===== config.mk =====
export PLATFORM = sky130hd
export DESIGN_NAME = adaptive_walk_filter_flat
export DESIGN_NICKNAME = d
export VERILOG_FILES = /design/src/rtl/adaptive_walk_filter_if.sv /design/src/rtl/adaptive_walk_filter.sv /design/src/flat_wrapper.sv
export SDC_FILE = /design/constraint.sdc
export NUM_CORES = 1
export LEC_CHECK = 0
export ABC_AREA = 1
export CORE_AREA = 3 3 72 74
export CTS_CLUSTER_DIAMETER = 150
export DETAILED_ROUTE_END_ITERATION = 7
export DIE_AREA = 0 0 75 77
export HOLD_SLACK_MARGIN = 0.1
export PLACE_DENSITY = 0.61
export RECOVER_POWER = 100
export SETUP_SLACK_MARGIN = 0.5
export SKIP_LAST_GASP = 1
export SLEW_MARGIN = 25
export SYNTH_ARGS = -nofsm -noshare
export SYNTH_HDL_FRONTEND = slang
export SYNTH_SLANG_ARGS = --single-unit
export TNS_END_PERCENT = 100

===== constraint.sdc =====
create_clock -name clk_i -period 6.6 [get_ports clk_i]
set_input_delay 0.99 -clock clk_i [delete_from_list [all_inputs] [get_ports clk_i]]
set_output_delay 0.99 -clock clk_i [all_outputs]
set_load 0.02 [all_outputs]

===== src/rtl/adaptive_walk_filter_if.sv =====
// Event/bias bundle between the phase detector side and the random-walk loop filter.
// Events are single-cycle level strobes; there is no back-pressure, so no valid/ready pair.
interface adaptive_walk_filter_if #(
    parameter int BW = 4
);
    logic                 forwarding_i;
    logic                 slowing_i;
    logic                 hold_i;
    logic                 bias_load_i;
    logic signed [BW-1:0] bias_value_i;
    logic                 positiveShift_o;
    logic                 negativeShift_o;
    logic signed [BW-1:0] bias_o;
    logic                 lock_o;

    modport master (
        output forwarding_i, slowing_i, hold_i, bias_load_i, bias_value_i,
        input  positiveShift_o, negativeShift_o, bias_o, lock_o
    );

    modport slave (
        input  forwarding_i, slowing_i, hold_i, bias_load_i, bias_value_i,
        output positiveShift_o, negativeShift_o, bias_o, lock_o
    );
endinterface


===== src/rtl/adaptive_walk_filter.sv =====
// Two-level random-walk loop filter: inner counter emits DCO shift pulses and restarts from
// an adaptive bias that an outer, slower counter nudges toward a persistent frequency offset.
module adaptive_walk_filter #(
    parameter int N_MAX       = 8,
    parameter int M_MAX       = 32,
    parameter int BIAS_MAX    = 4,
    parameter int LOCK_CYCLES = 256,
    parameter int BW          = $clog2(N_MAX) + 1
) (
    input  logic                  clk_i,
    input  logic                  reset_i,
    adaptive_walk_filter_if.slave bus
);
    localparam int MW = $clog2(M_MAX) + 1;
    localparam int TW = $clog2(LOCK_CYCLES + 1);

    localparam logic signed [BW-1:0] N_HI    = BW'(N_MAX - 1);
    localparam logic signed [BW-1:0] N_LO    = -N_HI;
    localparam logic signed [BW-1:0] BIAS_HI = BW'(BIAS_MAX);
    localparam logic signed [BW-1:0] BIAS_LO = -BIAS_HI;
    localparam logic signed [BW-1:0] ONE_N   = BW'(1);
    localparam logic signed [MW-1:0] M_HI    = MW'(M_MAX - 1);
    localparam logic signed [MW-1:0] M_LO    = -M_HI;
    localparam logic signed [MW-1:0] ONE_M   = MW'(1);
    localparam logic [TW-1:0]        LOCK_MAX = TW'(LOCK_CYCLES);

    logic signed [BW-1:0] r_n;
    logic signed [MW-1:0] r_m;
    logic signed [BW-1:0] r_bias;
    logic [TW-1:0]        r_timer;
    logic                 r_pos;
    logic                 r_neg;
    logic                 r_lock;

    logic                 w_up;
    logic                 w_dn;
    logic signed [BW-1:0] w_n_step;
    logic signed [MW-1:0] w_m_step;
    logic signed [BW-1:0] w_n_next;
    logic signed [MW-1:0] w_m_next;
    logic signed [BW-1:0] w_bias_next;
    logic signed [BW-1:0] w_load_val;
    logic [TW-1:0]        w_timer_next;
    logic                 w_pos_next;
    logic                 w_neg_next;

    // Opposing strobes in the same cycle cancel.
    assign w_up = bus.forwarding_i & ~bus.slowing_i;
    assign w_dn = bus.slowing_i & ~bus.forwarding_i;

    always_comb begin
        w_load_val = bus.bias_value_i;
        if (bus.bias_value_i > BIAS_HI) begin
            w_load_val = BIAS_HI;
        end else if (bus.bias_value_i < BIAS_LO) begin
            w_load_val = BIAS_LO;
        end
    end

    // A step that lands on +/-threshold fires and restarts instead of being stored.
    always_comb begin
        w_n_step    = r_n;
        w_m_step    = r_m;
        w_n_next    = r_n;
        w_m_next    = r_m;
        w_bias_next = r_bias;
        w_pos_next  = 1'b0;
        w_neg_next  = 1'b0;
        if (w_up) begin
            w_n_step = r_n + ONE_N;
            w_m_step = r_m + ONE_M;
        end else if (w_dn) begin
            w_n_step = r_n - ONE_N;
            w_m_step = r_m - ONE_M;
        end
        w_n_next = w_n_step;
        w_m_next = w_m_step;
        if (w_up && (w_n_step == N_HI)) begin
            w_pos_next = 1'b1;
            w_n_next   = r_bias;
        end else if (w_dn && (w_n_step == N_LO)) begin
            w_neg_next = 1'b1;
            w_n_next   = r_bias;
        end
        if (w_up && (w_m_step == M_HI)) begin
            w_m_next = '0;
            if (r_bias != BIAS_HI) begin
                w_bias_next = r_bias + ONE_N;
            end
        end else if (w_dn && (w_m_step == M_LO)) begin
            w_m_next = '0;
            if (r_bias != BIAS_LO) begin
                w_bias_next = r_bias - ONE_N;
            end
        end
        if (bus.bias_load_i) begin
            w_bias_next = w_load_val;
        end
    end

    always_comb begin
        w_timer_next = r_timer;
        if (w_pos_next || w_neg_next) begin
            w_timer_next = '0;
        end else if (r_timer != LOCK_MAX) begin
            w_timer_next = r_timer + TW'(1);
        end
    end

    always_ff @(posedge clk_i) begin
        if (reset_i) begin
            r_n     <= '0;
            r_m     <= '0;
            r_bias  <= '0;
            r_timer <= '0;
            r_pos   <= 1'b0;
            r_neg   <= 1'b0;
            r_lock  <= 1'b0;
        end else if (bus.hold_i) begin
            r_pos <= 1'b0;
            r_neg <= 1'b0;
        end else begin
            r_n     <= w_n_next;
            r_m     <= w_m_next;
            r_bias  <= w_bias_next;
            r_timer <= w_timer_next;
            r_pos   <= w_pos_next;
            r_neg   <= w_neg_next;
            r_lock  <= (w_timer_next == LOCK_MAX);
        end
    end

    assign bus.positiveShift_o = r_pos;
    assign bus.negativeShift_o = r_neg;
    assign bus.bias_o          = r_bias;
    assign bus.lock_o          = r_lock;
endmodule


===== src/flat_wrapper.sv =====
// flat-port wrapper written by rule: the top's interface ports become plain ports
module adaptive_walk_filter_flat 
#(
    parameter int N_MAX       = 8,
    parameter int M_MAX       = 32,
    parameter int BIAS_MAX    = 4,
    parameter int LOCK_CYCLES = 256,
    parameter int BW          = $clog2(N_MAX) + 1
)
  (clk_i, reset_i, bus_forwarding_i, bus_slowing_i, bus_hold_i, bus_bias_load_i, bus_bias_value_i, bus_positiveShift_o, bus_negativeShift_o, bus_bias_o, bus_lock_o);
  adaptive_walk_filter_if #(.BW(BW)) bus_i ();
  input  logic clk_i;
  input  logic reset_i;
  input wire logic [$bits(bus_i.forwarding_i)-1:0] bus_forwarding_i;
  input wire logic [$bits(bus_i.slowing_i)-1:0] bus_slowing_i;
  input wire logic [$bits(bus_i.hold_i)-1:0] bus_hold_i;
  input wire logic [$bits(bus_i.bias_load_i)-1:0] bus_bias_load_i;
  input wire logic [$bits(bus_i.bias_value_i)-1:0] bus_bias_value_i;
  output wire logic [$bits(bus_i.positiveShift_o)-1:0] bus_positiveShift_o;
  output wire logic [$bits(bus_i.negativeShift_o)-1:0] bus_negativeShift_o;
  output wire logic [$bits(bus_i.bias_o)-1:0] bus_bias_o;
  output wire logic [$bits(bus_i.lock_o)-1:0] bus_lock_o;
  assign bus_i.forwarding_i = bus_forwarding_i;
  assign bus_i.slowing_i = bus_slowing_i;
  assign bus_i.hold_i = bus_hold_i;
  assign bus_i.bias_load_i = bus_bias_load_i;
  assign bus_i.bias_value_i = bus_bias_value_i;
  assign bus_positiveShift_o = bus_i.positiveShift_o;
  assign bus_negativeShift_o = bus_i.negativeShift_o;
  assign bus_bias_o = bus_i.bias_o;
  assign bus_lock_o = bus_i.lock_o;
  adaptive_walk_filter #(.N_MAX(N_MAX), .M_MAX(M_MAX), .BIAS_MAX(BIAS_MAX), .LOCK_CYCLES(LOCK_CYCLES), .BW(BW)) u_core (.clk_i(clk_i), .reset_i(reset_i), .bus(bus_i));
endmodule

==> run_results.csv, run 1 <==
group,metric,value,unit
status,status,"complete, no violations",
placement,dp_cells,333,
logic_synthesis,synth_edf_count,0,
drt,drtIter0Drc,105,
logic_synthesis,synthArstFlopShare,0,%
hold_path,hp-start,"u_core.bus.lock_o$_SDFFE_PP0N_",
logic_synthesis,syn_nets,285,
layout,nets,303,
layout,area_delta_synth_final,12.66,%
floorplan,dieWidth,75,um
sta,setup_viol,0,
clocking,cts_setup_buffers,0,
drt,via_per_inst,5.184,
pwr,power.density,192.1,mW/mm^2
sta,max_freq,262.4,MHz
flow_run,maxCapViolations,0,
pwr,p_leak,0.8883,nW
worst_setup_path,arrival,4020,ps
logic_synthesis,yosysWarnings,0,
pwr,p_int,0.2802,mW
placement,place.port_buffers,16,
sta,fin_crit,3811,ps
worst_setup_path,crit_start,"bus_forwarding_i",
pwr,p_sw,0.1197,mW
logic_synthesis,ys_types,36,
worst_setup_path,critPathCaptureType,"register",
drt,drc,0,
logic_synthesis,ys_ff_latch,26,
worst_setup_path,crit_top_cell,"nand2_1",
pwr,vdd_drop_max,79.42,uV
clocking,cts_tree,"yes",
worst_setup_path,critical_path_class,"in -> reg",
layout,nFillCells,467,
sta,hold_ws,459.6,ps
sta,maxSlewHeadroom,38.62,%
global_routing,track_usage,16.27,%
sta,worst-slew-pin-transition,917.3,ps
clocking,cts_root_buf,"clkbuf_8",
worst_setup_path,r2r-start,"u_core.r_m[0]$_SDFFE_PP0N_",
worst_setup_path,cp_cell_sequence,"dlygate4sd3_1 > inv_1 > nor2_1 > nand2_1 > nand2_1 > nand2_1 > nand2_1 > inv_1 > nor2_1 > nand3_1 > ha_1 > nand2_1 > nand2_1 > a31oi_1 > nand3_1 > nand3_1 > nand2_1 > a21oi_1",
pwr,switching_share,29.94,%
worst_setup_path,start_kind,"input port",
logic_synthesis,syn_avg_cell_area,6.947,um^2
sta,hold_viol_final,0,
global_routing,grt_max_degree,16,
sta,min_period_over_period,57.75,%
logic_synthesis,synth_ff_type,"dfxtp_1",
clocking,hold_buffers,0,
clocking,numCtsBuffers,3,
layout,fin_cells,337,
clocking,htreeDepth,1,
drt,routedWlPerCell,12.82,um
logic_synthesis,postSynthCellCount,266,
clocking,cts.sinks,26,
worst_setup_path,cp_max_fo,8,
worst_setup_path,cp_slowest_cell,"dlygate4sd3_1",
worst_setup_path,required,6810,ps
placement,hpwlAfterDp,3.298,mm
sta,tns,0,ps
worst_setup_path,max_stage_delay,650,ps
global_routing,gr-total-overflow,0,
drt,drt-total-wl,4.321,mm
clocking,clk_latency,270,ps
drt,vias,1747,
drt,ant_nets,0,
global_routing,grt_pass1_vias,1613,
layout,multi_input_area,0.001109,mm^2
sta,grt_setup_unrepaired,"no",
floorplan,dieArea,0.005775,mm^2
hold_path,hold_class,"reg -> reg",
pwr,power.share.sequential,44.1,%
sta,final_max_slew_viol_count,0,
placement,gp_congestion,0.8011,
layout,diodes,0,
drt,firstDrtPassIters,4,
floorplan,core,0.004661,mm^2
floorplan,num_rows,25,
logic_synthesis,mappedNetlistArea,0.001848,mm^2
logic_synthesis,ys_seq_area_share,28.17,%
floorplan,start_util,39.65,%
floorplan,ios,17,
layout,drive_gt1_share,5.654,%
layout,area.sequential,520.5,um^2
clocking,path_clk_slew,100,ps
clocking,cts-resized-gates,0,
pwr,pwr-share-clk,33.5,%
clocking,cts_buffer_depth,2,
pwr,pwr-share-comb,22.4,%
global_routing,antenna_found_initial,0,
floorplan,die_h,77,um
sta,clock_skew,2.987,ps
global_routing,grt_pass1_wl,7.452,mm
-- final cells by class --
| type | instances | share of cell area (%) |
|---|---|---|
| Sequential cell | 26 | 25.00 |
| Multi-Input combinational cell | 196 | 53.24 |
| Clock inverter | 1 | 1.442 |
| Tap cell | 54 | 3.245 |
| Clock buffer | 3 | 1.983 |
| Timing Repair Buffer | 16 | 7.692 |
| Inverter | 41 | 7.392 |
-- path summary, 6_finish.rpt --
path / cells after the start / endpoint / slack (ps)
worst min register to register: 2 / u_core.bus.lock_o$_SDFFE_PP0N_ / 460
worst max register to register: 15 / u_core.bus.bias_o[3]$_SDFFE_PP0P_ / 3770
worst min-delay path: 2 / u_core.bus.lock_o$_SDFFE_PP0N_ / 460
worst max-delay path: 18 / u_core.bus.bias_o[3]$_SDFFE_PP0P_ / 2790
-- power by group through the flow --
stage	clock network [mW]	logic [mW]	registers, mW
2_1_floorplan	0	0.0676	0.179
3_3_place_gp	0	0.0948	0.180
3_5_place_dp	0	0.0943	0.180
4_1_cts	0.139	0.0951	0.176
5_1_grt	0.145	0.103	0.178
6_report	0.134	0.0895	0.176
-- cell usage after synthesis (4+ instances only) --
cell type | count | area, um^2
nand2_1 | 50 | 187.7
inv_1 | 35 | 131.4
nand3_1 | 27 | 135.1
dfxtp_1 | 26 | 520.5
nor2_1 | 25 | 93.84
o21ai_0 | 17 | 85.08
a21oi_1 | 11 | 55.05
ha_1 | 8 | 100.1
xor2_1 | 8 | 70.07
nand2_2 | 7 | 43.79
inv_2 | 5 | 18.77
nor3_1 | 5 | 25.02
nand4_1 | 4 | 25.02
o22ai_1 | 4 | 25.02
-- routing by layer --
layer | vias up | GRT usage [%] | wire (um)
met1 | 786 | 23.60 | 2205
met5 | - | 0 | 0
met4 | 0 | 4.270 | 38
met3 | 4 | 2.490 | 195
li1 | 916 | - | -
met2 | 41 | 24.74 | 1882
-- layout by cell type (no fill, tap or decap), types with 4 or more instances in the layout --
master           count
nand3_1             29
nand2_2              4
ha_1                 8
nor3_1               5
o21ai_0             18
nand2_1             53
inv_1               37
o22ai_1              4
dlygate4sd3_1        9
nor2_1              27
xor2_1               8
dfxtp_1             26
nand4_1              4
clkdlybuf4s50_1      7
a21oi_1             11
-- state kept, by name (all words and copies together), names as in the netlist --
signal / count
u_core.r_timer: 9
u_core.bus.lock_o: 1
u_core.r_n: 4
u_core.bus.bias_o: 4
u_core.bus.positiveShift_o: 1
u_core.r_m: 6
u_core.bus.negativeShift_o: 1
-- worst max-delay path: cells and delay by family --
| kind | cells | cell delay [ps] |
|---|---|---|
| adders and majority gates | 1 | 420 |
| buffers and inverters | 3 | 840 |
| and+or+nand+nor | 12 | 1460 |
| AOI/OAI and AO/OA | 2 | 280 |
-- cell families after synthesis --
logic type | Yosys count | share of synthesized area [%]
flip-flops | 26 | 28.17
XOR/XNOR | 11 | 6.636
buffers and inverters | 44 | 9.344
adder cells (fa/ha/maj) | 9 | 6.500
AO/OA/AOI/OAI | 45 | 14.96
AND/OR/NAND/NOR | 131 | 34.39
-- metrics by stage --
step	setup WS [ps]	power [mW]	utilization (%)	cell area, um^2
after CTS	3232	0.4109	45.66	2128
after detailed placement	2957	0.2741	44.13	2057
final	2789	0.3999	44.67	2082
after floorplan	3797	0.2463	-	1848
after global placement	2978	0.2749	44.13	2057
after global routing	2430	0.4256	44.67	2082
Note: power is estimated with default switching activity, not from simulation.
==> inputs of run 2 (changes only) <==
Clock period 6.6 ns to 3.9 ns, I/O delays scaled along.
==> run 2 against run 1 <==
Sequential power increased by 69%. Hold slack lost 3.6 ps. Critical path depth unchanged. First-iteration DRC count grew 8.6%. Worst setup slack got worse by 2200 ps. Largest cell class unchanged. Largest power group unchanged.
==> run_results.csv, run 2 (same netlist as run 1, synthesis figures left out) <==
group,metric,value,unit
worst_setup_path,critPathCaptureType,"register",
pwr,pwr-share-clk,33.9,%
layout,top_register,"u_core.r_timer",
layout,largestRegisters,"u_core.r_timer: 9 flops, u_core.r_m: 6 flops",
global_routing,grt_pass1_wl,7.514,mm
global_routing,grt_max_degree,16,
clocking,cts_root_buf,"clkbuf_8",
layout,nFillCells,482,
worst_setup_path,ff2ff_setup_slack,1150,ps
pwr,pwr-share-comb,22.6,%
sta,grt_setup_unrepaired,"no",
sta,max_freq,304.9,MHz
placement,gp_congestion,0.8182,
sta,fin_crit,3280,ps
global_routing,met1_usage,23.58,%
pwr,vdd_drop_max,137.3,uV
sta,setup_slack,619.8,ps
clocking,htreeDepth,1,
layout,area.sequential,520.5,um^2
floorplan,core,0.004661,mm^2
layout,area_delta_synth_final,13.61,%
status,status,"complete, no violations",
global_routing,antenna_found_initial,0,
floorplan,dieArea,0.005775,mm^2
layout,final_common_cell,"nand2_1",
worst_setup_path,start_kind,"input port",
clocking,hold_buffers,0,
global_routing,busiest_layer,"met2",
global_routing,gr-usage-met3,1.835,%
global_routing,track_usage,16.22,%
pwr,p_leak,0.8881,nW
layout,nets,304,
clocking,cts_setup_buffers,0,
clocking,cts_tree,"yes",
pwr,p_int,0.4753,mW
global_routing,use_met2,25.17,%
floorplan,start_util,39.65,%
worst_setup_path,arrival,3500,ps
worst_setup_path,cp_max_fo,8,
sta,tns,0,ps
clocking,path_clk_slew,100,ps
hold_path,hold_class,"reg -> reg",
sta,hold_ws,456.0,ps
layout,diodes,0,
pwr,p_sw,0.2115,mW
layout,utilization,45.05,%
sta,worst-slew-pin-transition,462.4,ps
layout,drive_gt1_share,7.042,%
floorplan,ios,17,
sta,final_max_slew_viol_count,0,
placement,place.port_buffers,16,
clocking,clk_latency,280,ps
layout,largest_register_ffs,9,
pwr,switching_share,30.79,%
flow_run,maxCapViolations,0,
clocking,cts_buffer_depth,2,
sta,maxSlewHeadroom,68.89,%
sta,hold_viol_final,0,
pwr,power.density,327.1,mW/mm^2
drt,drt-total-wl,4.382,mm
placement,dp_slack,656.7,ps
clocking,numCtsBuffers,3,
floorplan,dieWidth,75,um
clocking,cts.sinks,26,
global_routing,grt_pass1_vias,1674,
floorplan,die_h,77,um
drt,vias,1756,
drt,drtIter0Drc,114,
placement,hpwlAfterDp,3.340,mm
clocking,cts-resized-gates,0,
layout,final_cell_mix,"53 x nand2_1, 36 x inv_1, 28 x nand3_1, 26 x nor2_1, 26 x dfxtp_1",
sta,setup_viol,0,
drt,routedWlPerCell,12.96,um
pwr,power.share.sequential,43.4,%
pwr,finalPower,0.6868,mW
global_routing,gr-total-overflow,0,
worst_setup_path,required,4120,ps
drt,via_per_inst,5.195,
drt,firstDrtPassIters,4,
worst_setup_path,critical_path_class,"in -> reg",
layout,multi_input_area,0.001119,mm^2
drt,drc,0,
sta,clock_skew,1.842,ps
drt,ant_nets,0,
floorplan,num_rows,25,
sta,min_period_over_period,84.11,%
run 2: cell type report:
type | count | share of cell area, %
Clock buffer | 3 | 1.967
Clock inverter | 1 | 1.430
Inverter | 41 | 7.330
Multi-Input combinational cell | 196 | 53.28
Sequential cell | 26 | 24.79
Tap cell | 54 | 3.218
Timing Repair Buffer | 17 | 7.986
run 2: path summary, 6_finish.rpt:
path                                  start                                 to  depth (start not counted)
max reg2reg      u_core.r_m[0]$_SDFFE_PP0N_  u_core.bus.bias_o[3]$_SDFFE_PP0P_                         15
min reg2reg  u_core.bus.lock_o$_SDFFE_PP0N_     u_core.bus.lock_o$_SDFFE_PP0N_                          2
max                           bus_slowing_i  u_core.bus.bias_o[3]$_SDFFE_PP0P_                         18
min          u_core.bus.lock_o$_SDFFE_PP0N_     u_core.bus.lock_o$_SDFFE_PP0N_                          2
run 2: worst max-delay path, stage by stage:
cell,delay (ps)
dlygate4sd3_1,680
inv_1,120
nor2_1,330
nand3_1,170
nand2_1,100
nand2_1,50
nand2_1,70
inv_1,70
nor2_1,160
nand3_4,150
ha_1,350
nand2_1,70
nand2_1,50
a31oi_1,180
nand3_1,100
nand3_1,90
nand2_1,50
a21oi_1,100
run 2: layer usage:
metal  up-vias  share of wire [%]
met5         -                  0
met4         0               0.75
met3         4                4.7
met2        45                 43
met1       791                 52
li1        916                  -
run 2: power groups by stage:
stage	clock, mW	combinational (mW)	sequential, mW
2_1_floorplan	0	0.114	0.302
3_3_place_gp	0	0.161	0.305
3_5_place_dp	0	0.161	0.304
4_1_cts	0.238	0.162	0.298
5_1_grt	0.244	0.177	0.301
6_report	0.233	0.155	0.298
run 2: stage by stage:
step / area, um^2 / instances
6_report: 2100 / 338
5_1_grt: 2100 / 338
4_1_cts: 2136 / 338
3_5_place_dp: 2064 / 334
3_3_place_gp: 2064 / 334
2_1_floorplan: 1848 / 266
